===== config.mk =====
export PLATFORM = sky130hd
export DESIGN_NAME = draw_sprites_flat
export DESIGN_NICKNAME = d
export VERILOG_FILES = /design/src/rtl/draw_sprites_pkg.sv /design/src/rtl/vga_if.sv /design/src/rtl/sprite_hit.sv /design/src/rtl/draw_sprites.sv /design/src/flat_wrapper.sv
export SDC_FILE = /design/constraint.sdc
export NUM_CORES = 1
export LEC_CHECK = 0
export CORE_UTILIZATION = 48
export CTS_CLUSTER_DIAMETER = 50
export DETAILED_ROUTE_END_ITERATION = 12
export PLACE_DENSITY = 0.78
export SYNTH_ARGS = -nofsm -noshare
export SYNTH_HDL_FRONTEND = slang
export SYNTH_SLANG_ARGS = --single-unit

===== constraint.sdc =====
create_clock -name clk -period 3.9 [get_ports clk]
set_input_delay 0.585 -clock clk [delete_from_list [all_inputs] [get_ports clk]]
set_output_delay 0.585 -clock clk [all_outputs]
set_load 0.01 [all_outputs]

===== src/rtl/draw_sprites_pkg.sv =====
// Shared types, defaults and address helper for the sprite compositor.
// Imported by vga_if users, sprite_hit and draw_sprites.
package draw_sprites_pkg;

  localparam int DEF_SPR_W = 48;
  localparam int DEF_SPR_H = 48;
  localparam int DEF_ADDR_W = 12;
  localparam logic [11:0] DEF_KEY_RGB = 12'h0F0;

  typedef struct packed {
    logic [11:0] x;
    logic [11:0] y;
    logic        en;
    logic        mirror;
  } spr_pos_t;

  typedef struct packed {
    logic [10:0] hcount;
    logic [10:0] vcount;
    logic        hsync;
    logic        vsync;
    logic        hblnk;
    logic        vblnk;
    logic [11:0] rgb;
  } vga_t;

  // Sprite ROM address for the default sprite width.
  function automatic logic [DEF_ADDR_W-1:0] spr_addr(
    input logic [12:0] row,
    input logic [12:0] col,
    input logic        mirror
  );
    logic [12:0] colm;
    logic [25:0] a;
    colm = mirror ? 13'(DEF_SPR_W - 1) - col : col;
    a = 26'(row) * 26'(DEF_SPR_W) + 26'(colm);
    return a[DEF_ADDR_W-1:0];
  endfunction

endpackage


===== src/rtl/vga_if.sv =====
// VGA pixel-stream bundle between drawing stages.
// Driver uses modport out, consumer uses modport in.
interface vga_if;
  logic [10:0] hcount;
  logic [10:0] vcount;
  logic        hsync;
  logic        vsync;
  logic        hblnk;
  logic        vblnk;
  logic [11:0] rgb;

  modport in (
    input hcount, vcount, hsync, vsync, hblnk, vblnk, rgb
  );
  modport out (
    output hcount, vcount, hsync, vsync, hblnk, vblnk, rgb
  );
endinterface


===== src/rtl/sprite_hit.sv =====
// One sprite channel of stage 1: hit test, mirror and ROM address.
// Offsets are 13-bit signed so far-right positions never wrap.
module sprite_hit
  import draw_sprites_pkg::*;
#(
  parameter int W  = DEF_SPR_W,
  parameter int H  = DEF_SPR_H,
  parameter int AW = DEF_ADDR_W
) (
  input  logic          clk,
  input  logic          rst_n,
  input  logic [10:0]   hcount,
  input  logic [10:0]   vcount,
  input  logic          hblnk,
  input  logic          vblnk,
  input  spr_pos_t      pos,
  output logic          hit,
  output logic [AW-1:0] addr
);

  logic [12:0] col;
  logic [12:0] row;
  logic        in_col;
  logic        in_row;
  logic        hit_c;

  assign col = {2'b00, hcount} - {1'b0, pos.x};
  assign row = {2'b00, vcount} - {1'b0, pos.y};

  assign in_col = !col[12] && (col < 13'(W));
  assign in_row = !row[12] && (row < 13'(H));

  assign hit_c = pos.en & in_col & in_row & !hblnk & !vblnk;

  always_ff @(posedge clk or negedge rst_n) begin
    if (!rst_n) begin
      hit  <= 1'b0;
      addr <= '0;
    end else begin
      hit  <= hit_c;
      addr <= hit_c ? AW'(spr_addr(row, col, pos.mirror)) : '0;
    end
  end

endmodule


===== src/rtl/draw_sprites.sv =====
// Multi-channel sprite compositor with frame-latched positions,
// colour-key transparency and per-sprite horizontal mirroring.
module draw_sprites
  import draw_sprites_pkg::*;
#(
  parameter int          N_SPR   = 2,
  parameter int          SPR_W   = DEF_SPR_W,
  parameter int          SPR_H   = DEF_SPR_H,
  parameter int          ADDR_W  = DEF_ADDR_W,
  parameter int          ROM_LAT = 1,
  parameter logic [11:0] KEY_RGB = DEF_KEY_RGB
) (
  input  logic                          clk,
  input  logic                          rst,
  vga_if.in                             vga_in,
  vga_if.out                            vga_out,
  input  logic [N_SPR-1:0][11:0]        spr_x,
  input  logic [N_SPR-1:0][11:0]        spr_y,
  input  logic [N_SPR-1:0]              spr_en,
  input  logic [N_SPR-1:0]              spr_mirror,
  output logic [N_SPR-1:0][ADDR_W-1:0]  pixel_addr,
  input  logic [N_SPR-1:0][11:0]        rgb_pixel
);

  localparam int LAT = ROM_LAT + 2;

  logic                   vblnk_q;
  spr_pos_t [N_SPR-1:0]   shadow;
  vga_t                   cur;
  vga_t                   dly [LAT-1];
  vga_t                   bg;
  vga_t                   nxt;
  vga_t                   out_q;
  logic [N_SPR-1:0]       hit;
  logic [N_SPR-1:0]       hit_d [ROM_LAT];

  assign cur = {vga_in.hcount, vga_in.vcount,
                vga_in.hsync, vga_in.vsync,
                vga_in.hblnk, vga_in.vblnk,
                vga_in.rgb};

  // Positions only change at the vblnk rising edge.
  always_ff @(posedge clk or negedge rst) begin
    if (!rst) begin
      vblnk_q <= 1'b0;
      shadow  <= '0;
    end else begin
      vblnk_q <= vga_in.vblnk;
      if (vga_in.vblnk && !vblnk_q) begin
        for (int i = 0; i < N_SPR; i++) begin
          shadow[i] <= '{x: spr_x[i], y: spr_y[i],
                         en: spr_en[i], mirror: spr_mirror[i]};
        end
      end
    end
  end

  for (genvar g = 0; g < N_SPR; g++) begin : g_hit
    sprite_hit #(
      .W  (SPR_W),
      .H  (SPR_H),
      .AW (ADDR_W)
    ) u_hit (
      .clk    (clk),
      .rst_n  (rst),
      .hcount (vga_in.hcount),
      .vcount (vga_in.vcount),
      .hblnk  (vga_in.hblnk),
      .vblnk  (vga_in.vblnk),
      .pos    (shadow[g]),
      .hit    (hit[g]),
      .addr   (pixel_addr[g])
    );
  end

  assign bg = dly[LAT-2];

  always_comb begin
    nxt = bg;
    if (!(bg.hblnk || bg.vblnk)) begin
      for (int i = N_SPR - 1; i >= 0; i--) begin
        if (hit_d[ROM_LAT-1][i] && rgb_pixel[i] != KEY_RGB) begin
          nxt.rgb = rgb_pixel[i];
        end
      end
    end
  end

  always_ff @(posedge clk or negedge rst) begin
    if (!rst) begin
      for (int k = 0; k < LAT - 1; k++) dly[k] <= '0;
      for (int k = 0; k < ROM_LAT; k++) hit_d[k] <= '0;
      out_q <= '0;
    end else begin
      dly[0] <= cur;
      for (int k = 1; k < LAT - 1; k++) dly[k] <= dly[k-1];
      hit_d[0] <= hit;
      for (int k = 1; k < ROM_LAT; k++) hit_d[k] <= hit_d[k-1];
      out_q <= nxt;
    end
  end

  assign vga_out.hcount = out_q.hcount;
  assign vga_out.vcount = out_q.vcount;
  assign vga_out.hsync  = out_q.hsync;
  assign vga_out.vsync  = out_q.vsync;
  assign vga_out.hblnk  = out_q.hblnk;
  assign vga_out.vblnk  = out_q.vblnk;
  assign vga_out.rgb    = out_q.rgb;

endmodule


===== src/flat_wrapper.sv =====
// flat-port wrapper written by rule: the top's interface ports become plain ports
module draw_sprites_flat import draw_sprites_pkg::*;
#(
  parameter int          N_SPR   = 2,
  parameter int          SPR_W   = DEF_SPR_W,
  parameter int          SPR_H   = DEF_SPR_H,
  parameter int          ADDR_W  = DEF_ADDR_W,
  parameter int          ROM_LAT = 1,
  parameter logic [11:0] KEY_RGB = DEF_KEY_RGB
)
  (clk, rst, spr_x, spr_y, spr_en, spr_mirror, pixel_addr, rgb_pixel, vga_in_hcount, vga_in_vcount, vga_in_hsync, vga_in_vsync, vga_in_hblnk, vga_in_vblnk, vga_in_rgb, vga_out_hcount, vga_out_vcount, vga_out_hsync, vga_out_vsync, vga_out_hblnk, vga_out_vblnk, vga_out_rgb);
  vga_if vga_in_i ();
  vga_if vga_out_i ();
  input  logic clk;
  input  logic rst;
  input  logic [N_SPR-1:0][11:0] spr_x;
  input  logic [N_SPR-1:0][11:0] spr_y;
  input  logic [N_SPR-1:0] spr_en;
  input  logic [N_SPR-1:0] spr_mirror;
  output logic [N_SPR-1:0][ADDR_W-1:0] pixel_addr;
  input  logic [N_SPR-1:0][11:0] rgb_pixel;
  input wire logic [$bits(vga_in_i.hcount)-1:0] vga_in_hcount;
  input wire logic [$bits(vga_in_i.vcount)-1:0] vga_in_vcount;
  input wire logic [$bits(vga_in_i.hsync)-1:0] vga_in_hsync;
  input wire logic [$bits(vga_in_i.vsync)-1:0] vga_in_vsync;
  input wire logic [$bits(vga_in_i.hblnk)-1:0] vga_in_hblnk;
  input wire logic [$bits(vga_in_i.vblnk)-1:0] vga_in_vblnk;
  input wire logic [$bits(vga_in_i.rgb)-1:0] vga_in_rgb;
  output wire logic [$bits(vga_out_i.hcount)-1:0] vga_out_hcount;
  output wire logic [$bits(vga_out_i.vcount)-1:0] vga_out_vcount;
  output wire logic [$bits(vga_out_i.hsync)-1:0] vga_out_hsync;
  output wire logic [$bits(vga_out_i.vsync)-1:0] vga_out_vsync;
  output wire logic [$bits(vga_out_i.hblnk)-1:0] vga_out_hblnk;
  output wire logic [$bits(vga_out_i.vblnk)-1:0] vga_out_vblnk;
  output wire logic [$bits(vga_out_i.rgb)-1:0] vga_out_rgb;
  assign vga_in_i.hcount = vga_in_hcount;
  assign vga_in_i.vcount = vga_in_vcount;
  assign vga_in_i.hsync = vga_in_hsync;
  assign vga_in_i.vsync = vga_in_vsync;
  assign vga_in_i.hblnk = vga_in_hblnk;
  assign vga_in_i.vblnk = vga_in_vblnk;
  assign vga_in_i.rgb = vga_in_rgb;
  assign vga_out_hcount = vga_out_i.hcount;
  assign vga_out_vcount = vga_out_i.vcount;
  assign vga_out_hsync = vga_out_i.hsync;
  assign vga_out_vsync = vga_out_i.vsync;
  assign vga_out_hblnk = vga_out_i.hblnk;
  assign vga_out_vblnk = vga_out_i.vblnk;
  assign vga_out_rgb = vga_out_i.rgb;
  draw_sprites #(.N_SPR(N_SPR), .SPR_W(SPR_W), .SPR_H(SPR_H), .ADDR_W(ADDR_W), .ROM_LAT(ROM_LAT), .KEY_RGB(KEY_RGB)) u_core (.clk(clk), .rst(rst), .vga_in(vga_in_i), .vga_out(vga_out_i), .spr_x(spr_x), .spr_y(spr_y), .spr_en(spr_en), .spr_mirror(spr_mirror), .pixel_addr(pixel_addr), .rgb_pixel(rgb_pixel));
endmodule

==> results.ini, run 1 <==
[drt]
maxUsedRoutingLayer=met4
ant_nets=0
drt_iter0_markers=335
wl_per_cell_um=16.02
wl_met1_um=9762
vias_per_cell=5.167
vias=7518
routed_wl_um=23310
wl_met3_um=1494
firstDrtPassIters=5
wl_met2_um=11600
drc_errors=0

[timing]
hold_viol=0
fin_crit_sh_pct=96.74
setup_viol=0
slew-limit-headroom_pct=54.99
fin_skew_ns=0.007225
worst_slack_ns=0.1270
slew_violations=0
layout_min_cycle_time_ns=3.773
fmax_mhz=265.0
tns_ns=0
worstMarginPinSlew_ns=0.6752

[clock_tree]
cts.clk_slew.worst_paths_ns=0.07
numCtsBuffers=17
cts_sinks=194
cts_buffer_depth=2
cts_tree=yes
h-tree-depth=4
clock-root-buffer=clkbuf_16
clkLatencyLatePin_ns=0.44

[finish]
layout_commonest_cell=dfrtp_1
syn_to_final_growth_pct=40.97
drive_above_1_share_pct=20.92
layout_common_cells=dfrtp_1, clkdlybuf4s50_1, buf_4, nand2_1, inv_1
n_antenna_cell=0
nNetsFinal=1381
fill_cells=1376

[place]
dpl.hpwl_um=17670
dp_slack_ns=-0.6741
gp_congestion=0.8506
port_buffers=177

[critical_path]
cp_data_required_time_ns=4.27
crit_type=input port to register
end_kind=register
rrSetupSlack_ns=0.24
arrival_ns=4.15
startpoint_type=input port
path_max_fanout=7

[hold_path]
holdCritPathClass=input port to asynchronous set/reset pin

[pwr]
vdd_ir_drop_max_mv=0.6283
seqPwrFrac_pct=27.8
total_power_mw=7.896
p_clk_share_pct=21.9
p_int_mw=5.113
p_leak_nw=6.191
p_comb_share_pct=50.3
p_sw_mw=2.783
p_per_area_mw_per_mm2=593.7
sw_frac_of_total_pct=35.25

[floorplanning]
io_pins=178
die_w_um=142.2
fp.coreArea_mm2=0.01896
dieArea_mm2=0.02022
rows=50
die_h_um=142.2
start_util_pct=49.76

[yosys]
syn_inst=867
yosysWarnings=0
ys_top_cells_by_area=dfrtp_1, ha_1, o21ai_0, xnor2_1, inv_1
ys.flop_type=dfrtp_1
synth-edff-count=0
seq_area_frac_synth_pct=51.47
netlist-cell-type-count=69
synth-async-reset-ratio_pct=100.0
synth.ff_latch_count=194
syn_area_mm2=0.009433
yosys.area.top_type=dfrtp_1
syn_nets=1065
synth_top_area_share_pct=51.47
synth_area_per_cell_um2=10.88

[grt]
grt_max_degree=87
grt.total_usage_pct=24.01
grt_pass1_vias=7600
grt_overflow=0
antenna_found_initial=0
grt_first_pass_wirelength_um=36920

[flow_run]
maxCapViolCount=0

[status]
outcome=complete, no violations

-- area by class of cell --
| class | count | area (um^2) | area share [%] |
|---|---|---|---|
| sequential | 194 | 4855 | 36.51 |
| multi-input combinational | 581 | 4399 | 33.08 |
| timing repair buffer | 314 | 2840 | 21.36 |
| clock buffer | 17 | 425.4 | 3.199 |
| tap | 260 | 325.3 | 2.446 |
| inverter | 75 | 281.5 | 2.117 |
| clock inverter | 14 | 171.4 | 1.289 |
-- cells by family after synthesis --
logic type	Yosys count	share of synthesized area [%]
AND/OR/NAND/NOR	209	10.84
AO/OA/AOI/OAI	207	14.11
flip-flops	194	51.47
buffers and inverters	93	3.780
adder cells (fa/ha/maj)	82	11.51
XOR/XNOR	65	6.327
multiplexers	17	1.963
-- synthesized netlist by cell type (4+ instances only) --
master / number
nor2_2: 9
clkbuf_1: 15
a22oi_1: 6
dfrtp_1: 194
nand3_1: 7
nor2b_1: 14
a21o_1: 21
nor3_1: 7
a21oi_1: 45
nor2_1: 56
o211ai_1: 5
mux2i_1: 5
o21ai_0: 68
or2_2: 6
o21bai_1: 4
nor4b_1: 6
fa_1: 8
ha_1: 74
or3_1: 4
o22ai_1: 10
mux2_2: 12
inv_1: 75
nand2_1: 75
xor2_1: 26
a211oi_1: 5
xnor2_1: 37
o21a_1: 8
nand2b_1: 7
-- flip-flops by register name, summed over array words and instances (netlist names) --
register,flops
u_core.shadow,52
u_core.bg,38
u_core.dly,37
u_core.g_hit.u_hit.addr,24
u_core.vga_out.rgb,12
u_core.vga_out.hcount,11
u_core.vga_out.vcount,11
u_core.g_hit.u_hit.hit,2
u_core.hit_d,2
u_core.vblnk_q,1
u_core.vga_out.hblnk,1
u_core.vga_out.hsync,1
u_core.vga_out.vblnk,1
u_core.vga_out.vsync,1
-- repair_timing --
action,in CTS,in global routing
buffers inserted,1,4
resized for setup,20,31
setup endpoints to repair,15,22
pin swaps,3,17
cloned,1,0
hold buffers,0,0
-- layer usage --
layer  global-route usage (%)  up-vias
met4                    8.602        0
met5                        0        -
met3                    5.485       36
met1                    29.30     3631
li1                         -     3604
met2                    41.59      247
-- power by group through the flow --
stage	clock (mW)	sequential [mW]	combinational [mW]
after floorplan	0	2.22	2.35
after global placement	0	2.23	3.68
after detailed placement	0	2.23	3.77
after CTS	1.76	2.19	3.87
after global routing	1.86	2.21	4.35
final	1.73	2.19	3.97
-- per-stage QoR --
stage               hold WS, ns  cells  util [%]  cell area [um^2]
finish                   0.1924   1455     70.15             13300
global route             0.2199   1455     70.15             13300
CTS                      0.2020   1451     69.40             13160
detailed placement       0.3347   1418     65.89             12490
global placement         0.3317   1418     65.89             12490
floorplan                0.2894    867         -              9440
-- worst paths after layout --
kind / startpoint / endpoint / cells past startpoint
max: vga_in_vcount[0] / u_core.g_hit[0].u_hit.addr[1] / 14
min: rst / u_core.vga_out.vcount[6] / 1
max reg2reg: u_core.shadow[15] / u_core.g_hit[0].u_hit.addr[11] / 19
min reg2reg: u_core.g_hit[1].u_hit.hit / u_core.hit_d[1] / 0
max in group asynchronous: rst / u_core.g_hit[1].u_hit.addr[2] / 2
min in group clk: vga_in_hcount[0] / u_core.dly[65] / 1
-- worst max-delay path, cell delays in order --
cell	delay, ns
dlygate4sd2_1	0.27
inv_1	0.09
ha_1	0.16
inv_1	0.06
fa_2	0.35
a211oi_2	0.22
nor2_1	0.09
o31a_2	0.30
or2_2	0.32
ha_1	0.20
a211o_1	0.25
or4b_4	0.57
or4_4	0.52
nor2_2	0.14
(Power assumes the default switching activity.)
==> run 2: changes to the inputs <==
CORE_UTILIZATION = 32   (was 48)
PLACE_DENSITY = 0.56   (was 0.78)
==> run 2 against run 1 <==
Against the previous run:
- wire length increased by 4.7%
- sequential power about the same
- total power increased by 2.1%
- highest routed layer unchanged
- sequential share of layout area decreased by 0.86 points
==> results.ini, run 2 (synthesized netlist as in run 1, its figures left out) <==
[status]
outcome=complete, no violations

[timing]
layout_min_cycle_time_ns=3.810
fin_skew_ns=0.02152
fmax_mhz=262.4
rsz0062_at_grt=yes
fin_crit_sh_pct=97.70
setup_viol=0
hold_viol=0
worst_slack_ns=0.08954
worstMarginPinSlew_ns=0.8721
slew_violations=0
slew-limit-headroom_pct=41.74

[drt]
drt_iter0_markers=338
wl_per_cell_um=15.32
vias=7288
drc_errors=0
routed_wl_um=24400
ant_nets=0
vias_per_cell=4.575
firstDrtPassIters=4

[critical_path]
cpPeakStageDelay_ns=0.55
timing.critical_path.buf_inv=1
cp_slowest_cell=or4b_4
cp_data_required_time_ns=4.27
arrival_ns=4.18
crit_top_cell=nor2_2
worstReg2RegEnd=u_core.g_hit[0].u_hit.addr[11]
cp_num_cells=11
rrSetupSlack_ns=0.20
reg2reg_depth=16
end_kind=register
cp_cell_sequence=clkdlybuf4s50_1 > fa_2 > a211oi_4 > nor2_2 > o31a_2 > or2_2 > ha_1 > a211o_1 > or4b_4 > or4_4 > nor2_2
timing.rr.start=u_core.shadow[14]
crit_type=input port to register
path_max_fanout=7
path_delay_family=simple AND/OR/NAND/NOR gates
startpoint_type=input port

[finish]
multi_input_area_mm2=0.004484
layout_commonest_cell=dfrtp_1
largest_register=u_core.shadow
fill_cells=2721
drive_above_1_share_pct=22.75
fin_area_mm2=0.01362
largest_reg_flops=52
seqCellArea_mm2=0.004855
layout_common_cells=dfrtp_1, clkdlybuf4s50_1, buf_4, nand2_1, inv_1
syn_to_final_growth_pct=44.38
n_antenna_cell=0
nNetsFinal=1394

[floorplanning]
die_w_um=173.7
dieArea_mm2=0.03017
die_h_um=173.7
io_pins=178
rows=62
fp.coreArea_mm2=0.02886
start_util_pct=32.69

[pwr]
vdd_ir_drop_max_mv=0.4713
seqPwrFrac_pct=27.2
sw_frac_of_total_pct=35.38
p_leak_nw=6.270
p_sw_mw=2.851
p_int_mw=5.208
p_per_area_mw_per_mm2=591.8
p_clk_share_pct=21.7
p_comb_share_pct=51.1

[flow_run]
maxCapViolCount=0

[grt]
grt_overflow=0
grt_first_pass_wirelength_um=38650
grt.total_usage_pct=16.42
grt_max_degree=95
antenna_found_initial=0
grt_pass1_vias=7399

[place]
dpl_cell_area_mm2=0.01274
dp_slack_ns=-0.7485
dpl.hpwl_um=18630
gp_congestion=0.8060
port_buffers=177

[clock_tree]
cts_hold_buf=0
h-tree-depth=4
cts.clk_slew.worst_paths_ns=0.08
numCtsBuffers=17
cts_buffer_depth=2
cts_sinks=194
cts_tree=yes
clkLatencyLatePin_ns=0.45
clock-root-buffer=clkbuf_16

[hold_path]
holdCritPathClass=input port to asynchronous set/reset pin

[run 2: changes by cell type in the layout (fill, tap and decap cells not counted), moves of 2 or more]
cell / change
buf_4: +14
nor2_4: +2
inv_1: -2
inv_2: +2
ha_4: +2
nor2_2: +2
a21oi_1: +2
nor2_1: -4
xor2_2: -2
a21oi_2: -2
ha_1: -2
[run 2: how the worst max path moves through the flow]
stage | start | to | slack (ns)
6_report | vga_in_vcount[1] | u_core.g_hit[0].u_hit.addr[0] | 0.09
5_1_grt | u_core.shadow[15] | u_core.g_hit[0].u_hit.addr[11] | -0.05
4_1_cts | vga_in_vcount[0] | u_core.g_hit[0].u_hit.addr[7] | 0.001
3_5_place_dp | vga_in_vcount[0] | u_core.g_hit[0].u_hit.addr[11] | -0.75
3_3_place_gp | vga_in_vcount[0] | u_core.g_hit[0].u_hit.addr[11] | -0.66
2_1_floorplan | vga_in_vcount[0] | u_core.g_hit[0].u_hit.addr[10] | 0.01
[run 2: metrics by stage]
| stage | TNS, ns | hold slack (ns) | power (mW) | utilization, % | cells |
|---|---|---|---|---|---|
| 6_report | 0 | 0.2020 | 8.059 | 47.19 | 1593 |
| 5_1_grt | -0.05426 | 0.2670 | 8.632 | 47.19 | 1593 |
| 4_1_cts | 0 | 0.2351 | 7.846 | 46.31 | 1590 |
| 3_5_place_dp | -12.84 | 0.3347 | 6.032 | 44.14 | 1556 |
| 3_3_place_gp | -12.29 | 0.3316 | 6.004 | 44.14 | 1556 |
| 2_1_floorplan | 0 | 0.2894 | 4.570 | - | 867 |
[run 2: layout make-up]
type / instances / area share (%)
flip-flops and latches: 194 / 35.65
multi-input cells: 581 / 32.93
repair buffers: 327 / 21.45
inverters: 75 / 2.067
clock inverters: 15 / 1.259
well taps: 384 / 3.528
clock buffers: 17 / 3.124
[run 2: power groups by stage]
stage                     clock network, mW  registers [mW]  logic [mW]
after floorplan                           0            2.22        2.35
after global placement                    0            2.23        3.78
after CTS                              1.81            2.19        3.85
after detailed placement                  0            2.23        3.80
after global routing                   1.88            2.21        4.54
final                                  1.75            2.19        4.12
[run 2: what timing repair did]
| item | 4_1_cts | 5_1_grt |
|---|---|---|
| resized for setup | 11 | 59 |
| pin swaps | 4 | 22 |
| hold endpoints to repair | 0 | 0 |
| gates cloned | 1 | 0 |
| setup endpoints to repair | 14 | 17 |
| buffers inserted | 1 | 3 |
[run 2: routing by layer]
layer  track usage [%]  wire, um
met2             25.79     11110
met1             23.52     12100
met3             2.632       994
met5                 0         0
met4             4.240       195
==> run 3: changes to the inputs <==
CORE_UTILIZATION = 48   (was 32)
PLACE_DENSITY = 0.78   (was 0.56)
==> results of run 3 <==
No change in the layout: final DEF, timing and power equal those of run 1.
